[src/rtl/vga_timing_gen_if.sv]
// Video output bundle of vga_timing_gen.
//   master: the timing generator, which drives every signal.
//   slave : a downstream consumer such as a display PHY or a framebuffer reader.
// Signals:
//   vga_hsync, vga_vsync : sync outputs, polarity set by the generator parameters
//   vga_rgb              : pixel colour, packed {R,G,B}, CW bits per channel
//   de                   : active-video flag
//   pix_x, pix_y         : coordinates of the pixel currently on vga_rgb
//   pix_ce               : pixel-clock enable
//   line_start           : one-clk strobe on the first pixel of each line
//   frame_start          : one-clk strobe on pixel (0,0)
interface vga_timing_gen_if #(
  parameter int unsigned CW = 4
) ();
  logic            vga_hsync;
  logic            vga_vsync;
  logic [3*CW-1:0] vga_rgb;
  logic            de;
  logic [10:0]     pix_x;
  logic [10:0]     pix_y;
  logic            pix_ce;
  logic            line_start;
  logic            frame_start;

  modport master (
    output vga_hsync, vga_vsync, vga_rgb, de, pix_x, pix_y, pix_ce, line_start, frame_start
  );

  modport slave (
    input vga_hsync, vga_vsync, vga_rgb, de, pix_x, pix_y, pix_ce, line_start, frame_start
  );
endinterface

[src/rtl/vga_timing_gen.sv]
// VGA/RGB timing and test-pattern generator.
// A prescaler divides clk into a pixel-clock enable. Horizontal and vertical counters are
// built on that enable and produce sync, data-enable, coordinates, line/frame strobes and a
// test pattern, all registered one pixel after the counter position that produces them.
// Ports:
//   clk       : system clock
//   reset     : asynchronous, active-high reset
//   enable    : synchronous run enable; when low, the counters and outputs clear
//   pat_mode  : 0 colour bars, 1 checkerboard, 2 grid, 3 solid colour
//   solid_rgb : colour for mode 3, packed {R,G,B}
//   vga       : output bundle (master modport)
// pat_mode and solid_rgb are sampled only at counter position (0,0), so a change takes
// effect on a frame boundary.
module vga_timing_gen #(
  parameter int unsigned H_ACTIVE = 640,
  parameter int unsigned H_FP     = 16,
  parameter int unsigned H_SYNC   = 96,
  parameter int unsigned H_BP     = 48,
  parameter int unsigned V_ACTIVE = 480,
  parameter int unsigned V_FP     = 10,
  parameter int unsigned V_SYNC   = 2,
  parameter int unsigned V_BP     = 33,
  parameter int unsigned CLK_DIV  = 4,
  parameter bit          HS_POL   = 1'b0,
  parameter bit          VS_POL   = 1'b0,
  parameter int unsigned CW       = 4
) (
  input  logic                    clk,
  input  logic                    reset,
  input  logic                    enable,
  input  logic [1:0]              pat_mode,
  input  logic [3*CW-1:0]         solid_rgb,
  vga_timing_gen_if.master        vga
);

  localparam int unsigned H_TOTAL = H_ACTIVE + H_FP + H_SYNC + H_BP;
  localparam int unsigned V_TOTAL = V_ACTIVE + V_FP + V_SYNC + V_BP;
  localparam int unsigned BW      = H_ACTIVE / 8;
  localparam int unsigned PW      = (CLK_DIV > 1) ? $clog2(CLK_DIV) : 1;

  localparam logic [PW-1:0] PLast    = PW'(CLK_DIV - 1);
  localparam logic [10:0]   HLast    = 11'(H_TOTAL - 1);
  localparam logic [10:0]   VLast    = 11'(V_TOTAL - 1);
  localparam logic [10:0]   HActive  = 11'(H_ACTIVE);
  localparam logic [10:0]   VActive  = 11'(V_ACTIVE);
  localparam logic [10:0]   HActLast = 11'(H_ACTIVE - 1);
  localparam logic [10:0]   VActLast = 11'(V_ACTIVE - 1);
  localparam logic [10:0]   HSyncBeg = 11'(H_ACTIVE + H_FP);
  localparam logic [10:0]   HSyncEnd = 11'(H_ACTIVE + H_FP + H_SYNC);
  localparam logic [10:0]   VSyncBeg = 11'(V_ACTIVE + V_FP);
  localparam logic [10:0]   VSyncEnd = 11'(V_ACTIVE + V_FP + V_SYNC);
  localparam logic [10:0]   BwLast   = 11'(BW - 1);

  // Counter state
  logic [PW-1:0]   presc_q, presc_d;
  logic            pix_ce_q;
  logic [10:0]     hcnt_q, hcnt_d;
  logic [10:0]     vcnt_q, vcnt_d;
  logic [10:0]     bar_cnt_q, bar_cnt_d;
  logic [2:0]      bar_idx_q, bar_idx_d;

  // Pattern selection latched per frame
  logic [1:0]      mode_q, mode_eff;
  logic [3*CW-1:0] color_q, color_eff;
  logic            at_origin;

  // Next output values decoded from the current counter position
  logic            hsync_d, vsync_d, de_d, grid;
  logic [3*CW-1:0] rgb_d;

  // Registered outputs
  logic            hsync_q, vsync_q, de_q, line_start_q, frame_start_q;
  logic [3*CW-1:0] rgb_q;
  logic [10:0]     pix_x_q, pix_y_q;

  always_comb begin
    presc_d   = (presc_q == PLast) ? '0 : presc_q + 1'b1;
    hcnt_d    = hcnt_q + 11'd1;
    vcnt_d    = vcnt_q;
    bar_cnt_d = bar_cnt_q + 11'd1;
    bar_idx_d = bar_idx_q;
    if (hcnt_q == HLast) begin
      hcnt_d    = 11'd0;
      vcnt_d    = (vcnt_q == VLast) ? 11'd0 : vcnt_q + 11'd1;
      bar_cnt_d = 11'd0;
      bar_idx_d = 3'd0;
    end else if (bar_cnt_q == BwLast) begin
      bar_cnt_d = 11'd0;
      bar_idx_d = bar_idx_q + 3'd1;
    end
  end

  always_comb begin
    at_origin = (hcnt_q == 11'd0) && (vcnt_q == 11'd0);
    // Pixel (0,0) already belongs to the new frame, so it uses the freshly sampled inputs.
    mode_eff  = at_origin ? pat_mode : mode_q;
    color_eff = at_origin ? solid_rgb : color_q;

    hsync_d = ((hcnt_q >= HSyncBeg) && (hcnt_q < HSyncEnd)) ? HS_POL : ~HS_POL;
    vsync_d = ((vcnt_q >= VSyncBeg) && (vcnt_q < VSyncEnd)) ? VS_POL : ~VS_POL;
    de_d    = (hcnt_q < HActive) && (vcnt_q < VActive);
    grid    = (hcnt_q[4:0] == 5'd0) || (vcnt_q[4:0] == 5'd0) ||
              (hcnt_q == HActLast) || (vcnt_q == VActLast);

    case (mode_eff)
      2'd0:    rgb_d = {{CW{bar_idx_q[0]}}, {CW{bar_idx_q[1]}}, {CW{bar_idx_q[2]}}};
      2'd1:    rgb_d = {(3*CW){hcnt_q[5] ^ vcnt_q[5]}};
      2'd2:    rgb_d = {(3*CW){grid}};
      default: rgb_d = color_eff;
    endcase
    if (!de_d) begin
      rgb_d = '0;
    end
  end

  always_ff @(posedge clk or posedge reset) begin
    if (reset) begin
      presc_q       <= '0;
      pix_ce_q      <= 1'b0;
      hcnt_q        <= 11'd0;
      vcnt_q        <= 11'd0;
      bar_cnt_q     <= 11'd0;
      bar_idx_q     <= 3'd0;
      mode_q        <= 2'd0;
      color_q       <= '0;
      hsync_q       <= ~HS_POL;
      vsync_q       <= ~VS_POL;
      de_q          <= 1'b0;
      rgb_q         <= '0;
      pix_x_q       <= 11'd0;
      pix_y_q       <= 11'd0;
      line_start_q  <= 1'b0;
      frame_start_q <= 1'b0;
    end else if (!enable) begin
      // Latched mode and colour survive a pause.
      presc_q       <= '0;
      pix_ce_q      <= 1'b0;
      hcnt_q        <= 11'd0;
      vcnt_q        <= 11'd0;
      bar_cnt_q     <= 11'd0;
      bar_idx_q     <= 3'd0;
      hsync_q       <= ~HS_POL;
      vsync_q       <= ~VS_POL;
      de_q          <= 1'b0;
      rgb_q         <= '0;
      pix_x_q       <= 11'd0;
      pix_y_q       <= 11'd0;
      line_start_q  <= 1'b0;
      frame_start_q <= 1'b0;
    end else begin
      presc_q       <= presc_d;
      // Registered one clk ahead so pix_ce is high exactly while the prescaler sits at its
      // last count, and is low out of reset even when CLK_DIV is 1.
      pix_ce_q      <= (presc_d == PLast);
      line_start_q  <= 1'b0;
      frame_start_q <= 1'b0;
      if (pix_ce_q) begin
        hcnt_q        <= hcnt_d;
        vcnt_q        <= vcnt_d;
        bar_cnt_q     <= bar_cnt_d;
        bar_idx_q     <= bar_idx_d;
        mode_q        <= mode_eff;
        color_q       <= color_eff;
        hsync_q       <= hsync_d;
        vsync_q       <= vsync_d;
        de_q          <= de_d;
        rgb_q         <= rgb_d;
        pix_x_q       <= hcnt_q;
        pix_y_q       <= vcnt_q;
        line_start_q  <= (hcnt_q == 11'd0);
        frame_start_q <= at_origin;
      end
    end
  end

  assign vga.vga_hsync   = hsync_q;
  assign vga.vga_vsync   = vsync_q;
  assign vga.vga_rgb     = rgb_q;
  assign vga.de          = de_q;
  assign vga.pix_x       = pix_x_q;
  assign vga.pix_y       = pix_y_q;
  assign vga.pix_ce      = pix_ce_q;
  assign vga.line_start  = line_start_q;
  assign vga.frame_start = frame_start_q;

endmodule

[src/flat_wrapper.sv]
// flat-port wrapper written by rule: the top's interface ports become plain ports
module vga_timing_gen_flat 
#(
  parameter int unsigned H_ACTIVE = 640,
  parameter int unsigned H_FP     = 16,
  parameter int unsigned H_SYNC   = 96,
  parameter int unsigned H_BP     = 48,
  parameter int unsigned V_ACTIVE = 480,
  parameter int unsigned V_FP     = 10,
  parameter int unsigned V_SYNC   = 2,
  parameter int unsigned V_BP     = 33,
  parameter int unsigned CLK_DIV  = 4,
  parameter bit          HS_POL   = 1'b0,
  parameter bit          VS_POL   = 1'b0,
  parameter int unsigned CW       = 4
)
  (clk, reset, enable, pat_mode, solid_rgb, vga_vga_hsync, vga_vga_vsync, vga_vga_rgb, vga_de, vga_pix_x, vga_pix_y, vga_pix_ce, vga_line_start, vga_frame_start);
  vga_timing_gen_if #(.CW(CW)) vga_i ();
  input  logic clk;
  input  logic reset;
  input  logic enable;
  input  logic [1:0] pat_mode;
  input  logic [3*CW-1:0] solid_rgb;
  output wire logic [$bits(vga_i.vga_hsync)-1:0] vga_vga_hsync;
  output wire logic [$bits(vga_i.vga_vsync)-1:0] vga_vga_vsync;
  output wire logic [$bits(vga_i.vga_rgb)-1:0] vga_vga_rgb;
  output wire logic [$bits(vga_i.de)-1:0] vga_de;
  output wire logic [$bits(vga_i.pix_x)-1:0] vga_pix_x;
  output wire logic [$bits(vga_i.pix_y)-1:0] vga_pix_y;
  output wire logic [$bits(vga_i.pix_ce)-1:0] vga_pix_ce;
  output wire logic [$bits(vga_i.line_start)-1:0] vga_line_start;
  output wire logic [$bits(vga_i.frame_start)-1:0] vga_frame_start;
  assign vga_vga_hsync = vga_i.vga_hsync;
  assign vga_vga_vsync = vga_i.vga_vsync;
  assign vga_vga_rgb = vga_i.vga_rgb;
  assign vga_de = vga_i.de;
  assign vga_pix_x = vga_i.pix_x;
  assign vga_pix_y = vga_i.pix_y;
  assign vga_pix_ce = vga_i.pix_ce;
  assign vga_line_start = vga_i.line_start;
  assign vga_frame_start = vga_i.frame_start;
  vga_timing_gen #(.H_ACTIVE(H_ACTIVE), .H_FP(H_FP), .H_SYNC(H_SYNC), .H_BP(H_BP), .V_ACTIVE(V_ACTIVE), .V_FP(V_FP), .V_SYNC(V_SYNC), .V_BP(V_BP), .CLK_DIV(CLK_DIV), .HS_POL(HS_POL), .VS_POL(VS_POL), .CW(CW)) u_core (.clk(clk), .reset(reset), .enable(enable), .pat_mode(pat_mode), .solid_rgb(solid_rgb), .vga(vga_i));
endmodule
[config.mk]
export PLATFORM = sky130hd
export DESIGN_NAME = vga_timing_gen_flat
export DESIGN_NICKNAME = d
export VERILOG_FILES = /design/src/rtl/vga_timing_gen_if.sv /design/src/rtl/vga_timing_gen.sv /design/src/flat_wrapper.sv
export SDC_FILE = /design/constraint.sdc
export NUM_CORES = 1
export LEC_CHECK = 0
export CAP_MARGIN = 5
export CORE_UTILIZATION = 50
export CTS_CLUSTER_DIAMETER = 200
export DETAILED_ROUTE_END_ITERATION = 6
export PLACE_DENSITY = 0.74
export SKIP_CTS_REPAIR_TIMING = 1
export SLEW_MARGIN = 15
export SYNTH_ARGS = -nofsm -noshare
export SYNTH_HDL_FRONTEND = slang
export SYNTH_SLANG_ARGS = --single-unit
[constraint.sdc]
create_clock -name clk -period 9.9 [get_ports clk]
set_clock_uncertainty 0.15 [all_clocks]
set_input_delay 1.98 -clock clk [delete_from_list [all_inputs] [get_ports clk]]
set_output_delay 1.98 -clock clk [all_outputs]
set_load 0.01 [all_outputs]
==> impl_metrics.csv <==
group,metric,value,unit
global_route,grtUsageTotal,22.2,%
placement,hpwl,6.65,mm
finish,final_nets,521,
worst_setup_path,crit_slowest_cell,"nor4_2",
yosys,synth_compound_area_share,9.65,%
clock_network,clk_pin_slew,0.10,ns
yosys,synth_nets,476,
global_route,grt_pass1_vias,3503,
drt,drc,5,
floorplan,rows,34,
floorplan,core_area,8850,µm²
yosys,synthAdderAreaFrac,2.16,%
placement,post-place-ws,5.31,ns
finish,area_delta_synth_final,18.9,%
global_route,grt_overflow_total,0,
drt,drt-initial-drc-count,185,
clock_network,clockBufferDepth,2,
floorplan,num_io_pins,57,
yosys,syn_inst,451,
global_route,grt_pass1_wl,17.1,mm
clock_network,cts_buffers,9,
floorplan,die_width,98.2,µm
clock_network,numClockSinks,92,
sta,worst_slew_pin_slew,0.995,ns
worst_hold_path,min_to,"u_core.presc_q[0]",
clock_network,cts_tree,"built",
worst_setup_path,worstSetupPathType,"primary input to flip-flop",
worst_setup_path,start_kind,"primary input",
worst_setup_path,rr_startpoint,"u_core.vcnt_q[0]",
worst_hold_path,holdPathStages,1,
drt,dr.pass1.iters,6,
worst_setup_path,ff2ff_setup_slack,6.60,ns
sta,slew_viol_final,0,
worst_setup_path,cp_data_required_time,10.06,ns
yosys,synth-simple-area-share,22.8,%
yosys,synth_sequential_area_ratio,49.8,%
drt,num_vias,3544,
sta,fin_crit_sh,40.3,%
finish,diodes,0,
sta,slew_headroom,33.2,%
yosys,synth-main-ff-cell,"dfrtp_1",
clock_network,cts-root-buf,"clkbuf_8",
finish,layout-drive-gt1-share,10.2,%
floorplan,die_area,9650,µm²
yosys,synth_edf_count,0,
power_and_ir_drop,p_per_area,158,nW/µm²
placement,gp_congestion,0.890,
yosys,async_flop_share,100,%
drt,wl,10.0,mm
worst_hold_path,hold_class,"flip-flop to flip-flop",
worst_setup_path,worstRegToRegCells,8,
sta,period_needed,3.99,ns
worst_setup_path,crit_buf_inv,2,
worst_setup_path,worstPathArrival,4.16,ns
outcome,violations,"design-rule violations",
clock_network,clk_latency,0.37,ns
outcome,status,"complete, but fails checks",
worst_hold_path,hp-start,"u_core.presc_q[0]",
sta,setup_tns,0,ns
sta,setup-violations-final,0,
yosys,ys_warn_count,0,
yosys,synth_area_leaders,"dfrtp_1 49%, mux2i_1 4.8%, nor2_1 4.2%, nor2b_1 3.9%, mux2_2 3.6%",
job,maxCapViolCount,0,
worst_setup_path,crit_path_end_kind,"flip-flop",
finish,multiInputGateArea,2170,µm²
drt,drt-wirelength-per-cell,16.5,µm
worst_setup_path,cp_max_fo,39,
floorplan,die_y,98.2,µm
floorplan,start_util,52.3,%
worst_setup_path,slowest_delay,0.49,ns
worst_setup_path,cp_top_family,"simple AND/OR/NAND/NOR gates",
finish,seqCellArea,2300,µm²
sta,max_freq,250,MHz
yosys,synth_xor_area_share,3.41,%
yosys,ys_types,50,
sta,rsz0062_at_grt,"false",
worst_setup_path,regToRegEndpoint,"u_core.vga.vga_rgb[7]",
yosys,synth_mux_area_share,8.70,%
power_and_ir_drop,leakagePower,2.28,nW
yosys,synth_top_cell_area_share,48.6,%
sta,finalHoldViolations,0,
yosys,synth_area_per_cell,10.3,µm²
yosys,syn-cell-area,4630,µm²
drt,via_per_inst,5.82,
yosys,synth_seq_cells,92,
finish,n_fill_cell,731,
global_route,grt_antenna_before_repair,0,
global_route,grt_max_degree,93,
clock_network,htreeDepth,3,
placement,io_buffers,56,
sta,setup_slack,5.91,ns
power_and_ir_drop,vdd_drop_max,0.0000798,V
worst_setup_path,crit_chain,"clkdlybuf4s50_1 > buf_4 > and3b_1 > nand4_1 > nor2_1 > mux2i_2 > nor4_2 > a221o_1",
drt,ant_nets,0,
yosys,synth_top_family_by_area,"simple AND/OR/NAND/NOR gates",
yosys,synth_top_area_cell,"dfrtp_1",
report_power, final:
part	switching, W	internal [W]
clock network	0.000140	0.000170
registers	0.0000249	0.000409
logic	0.0000674	0.0000587
total	0.000232	0.000637
synthesized netlist by cell type, drive strengths merged (2+ instances only):
cell type  count
o31ai          7
o41ai          2
inv           13
and3           2
xor2          13
o21ai         25
nor4b          4
a21o           2
clkbuf        19
nor2          53
and4b          2
a221o         12
nor4           9
mux2i         23
buf            7
ha             8
xnor2          5
nor2b         29
mux2          15
nand4         15
and4           2
nand2b         3
nand2         30
dfstp          2
a21oi         15
nand3         14
dfrtp         90
nor3          18
per-layer routing:
| metal | share of wire, % | vias up | wire, µm | GRT usage [%] |
|---|---|---|---|---|
| met5 | 0 | - | 0 | 0 |
| met4 | 1.9 | 0 | 187 | 9.64 |
| met3 | 3.5 | 16 | 356 | 3.94 |
| met2 | 48 | 70 | 4810 | 35.3 |
| met1 | 47 | 1771 | 4680 | 30.1 |
| li1 | - | 1687 | - | - |
cells in the final DEF (no fill, tap or decap), types with 2 or more instances in the layout:
cell type / synthesis / layout
clkbuf_8: 0 / 9
nor4_2: 3 / 3
a221o_1: 12 / 12
nor2_1: 52 / 52
nor4b_1: 3 / 3
dfstp_2: 2 / 2
and4b_1: 2 / 2
clkinv_2: 0 / 2
and4_1: 2 / 2
o31ai_1: 7 / 7
nand4_4: 2 / 2
mux2i_1: 22 / 22
nand2_1: 30 / 30
buf_4: 0 / 3
nor3_1: 17 / 17
a21o_1: 2 / 2
nand2b_1: 3 / 3
clkdlybuf4s50_1: 0 / 56
inv_6: 0 / 2
nor2b_1: 29 / 28
inv_1: 13 / 12
bufinv_16: 0 / 3
nor4_1: 5 / 5
nand4_1: 13 / 13
o21ai_0: 25 / 24
nand3_1: 14 / 14
dfrtp_1: 90 / 90
xor2_1: 13 / 13
ha_1: 8 / 8
mux2_2: 15 / 15
a21oi_1: 14 / 14
o41ai_1: 2 / 2
xnor2_1: 5 / 5
and3_1: 2 / 2
logic make-up after synthesis:
kind of cell,Yosys count
mux,38
simple gates,188
flops,92
xor+xnor,18
compound gates,68
buf+inv,39
fa+ha+maj,8
worst register-to-register path: cells and delay by family (launching register included):
family          cells  cell delay [ns]
compound gates      1             0.27
fa+ha+maj           1             0.17
buf+inv             1             0.09
flops               1             0.47
simple gates        4             1.68
mux                 1             0.42
flip-flops by register name, indices dropped and copies added (netlist names):
| register | flops |
|---|---|
| u_core.hcnt_q | 11 |
| u_core.presc_q | 2 |
| u_core.vga.pix_y | 11 |
| u_core.vga.vga_vsync | 1 |
| u_core.vga.pix_x | 11 |
| u_core.vga.line_start | 1 |
| u_core.vga.frame_start | 1 |
| u_core.vga.pix_ce | 1 |
| u_core.vga.vga_rgb | 12 |
| u_core.bar_idx_q | 3 |
| u_core.vga.vga_hsync | 1 |
| u_core.color_q | 12 |
| u_core.vcnt_q | 11 |
| u_core.mode_q | 2 |
| u_core.bar_cnt_q | 11 |
| u_core.vga.de | 1 |
worst max path at each step:
stage | from | end | slack, ns | cells past startpoint
after floorplan | reset | u_core.bar_cnt_q[0] | 5.38 | 1
after global placement | enable | u_core.color_q[5] | 5.31 | 5
after detailed placement | enable | u_core.color_q[2] | 5.31 | 5
after CTS | enable | u_core.color_q[2] | 5.70 | 5
after global routing | enable | u_core.vga.vga_rgb[4] | 5.73 | 8
final | enable | u_core.vga.vga_rgb[7] | 5.91 | 8
cell type report:
cell class | count | area share [%]
sequential | 92 | 41.9
timing repair buffer | 60 | 10.8
inverter | 13 | 0.910
clock buffer | 9 | 2.25
clock inverter | 7 | 2.21
tap | 108 | 2.46
multi-input combinational | 320 | 39.5
per-stage QoR:
step / util [%] / cells / total power [W] / hold WS [ns] / instance area, µm²
2_1_floorplan: - / 451 / 0.000529 / 0.284 / 4630
3_3_place_gp: 59.3 / 593 / 0.000560 / 0.296 / 5250
3_5_place_dp: 59.3 / 593 / 0.000565 / 0.307 / 5250
4_1_cts: 62.0 / 609 / 0.000872 / 0.320 / 5490
5_1_grt: 62.2 / 609 / 0.000909 / 0.337 / 5500
6_report: 62.2 / 609 / 0.000869 / 0.315 / 5500
No activity file was read; power rests on OpenSTA's default activity.
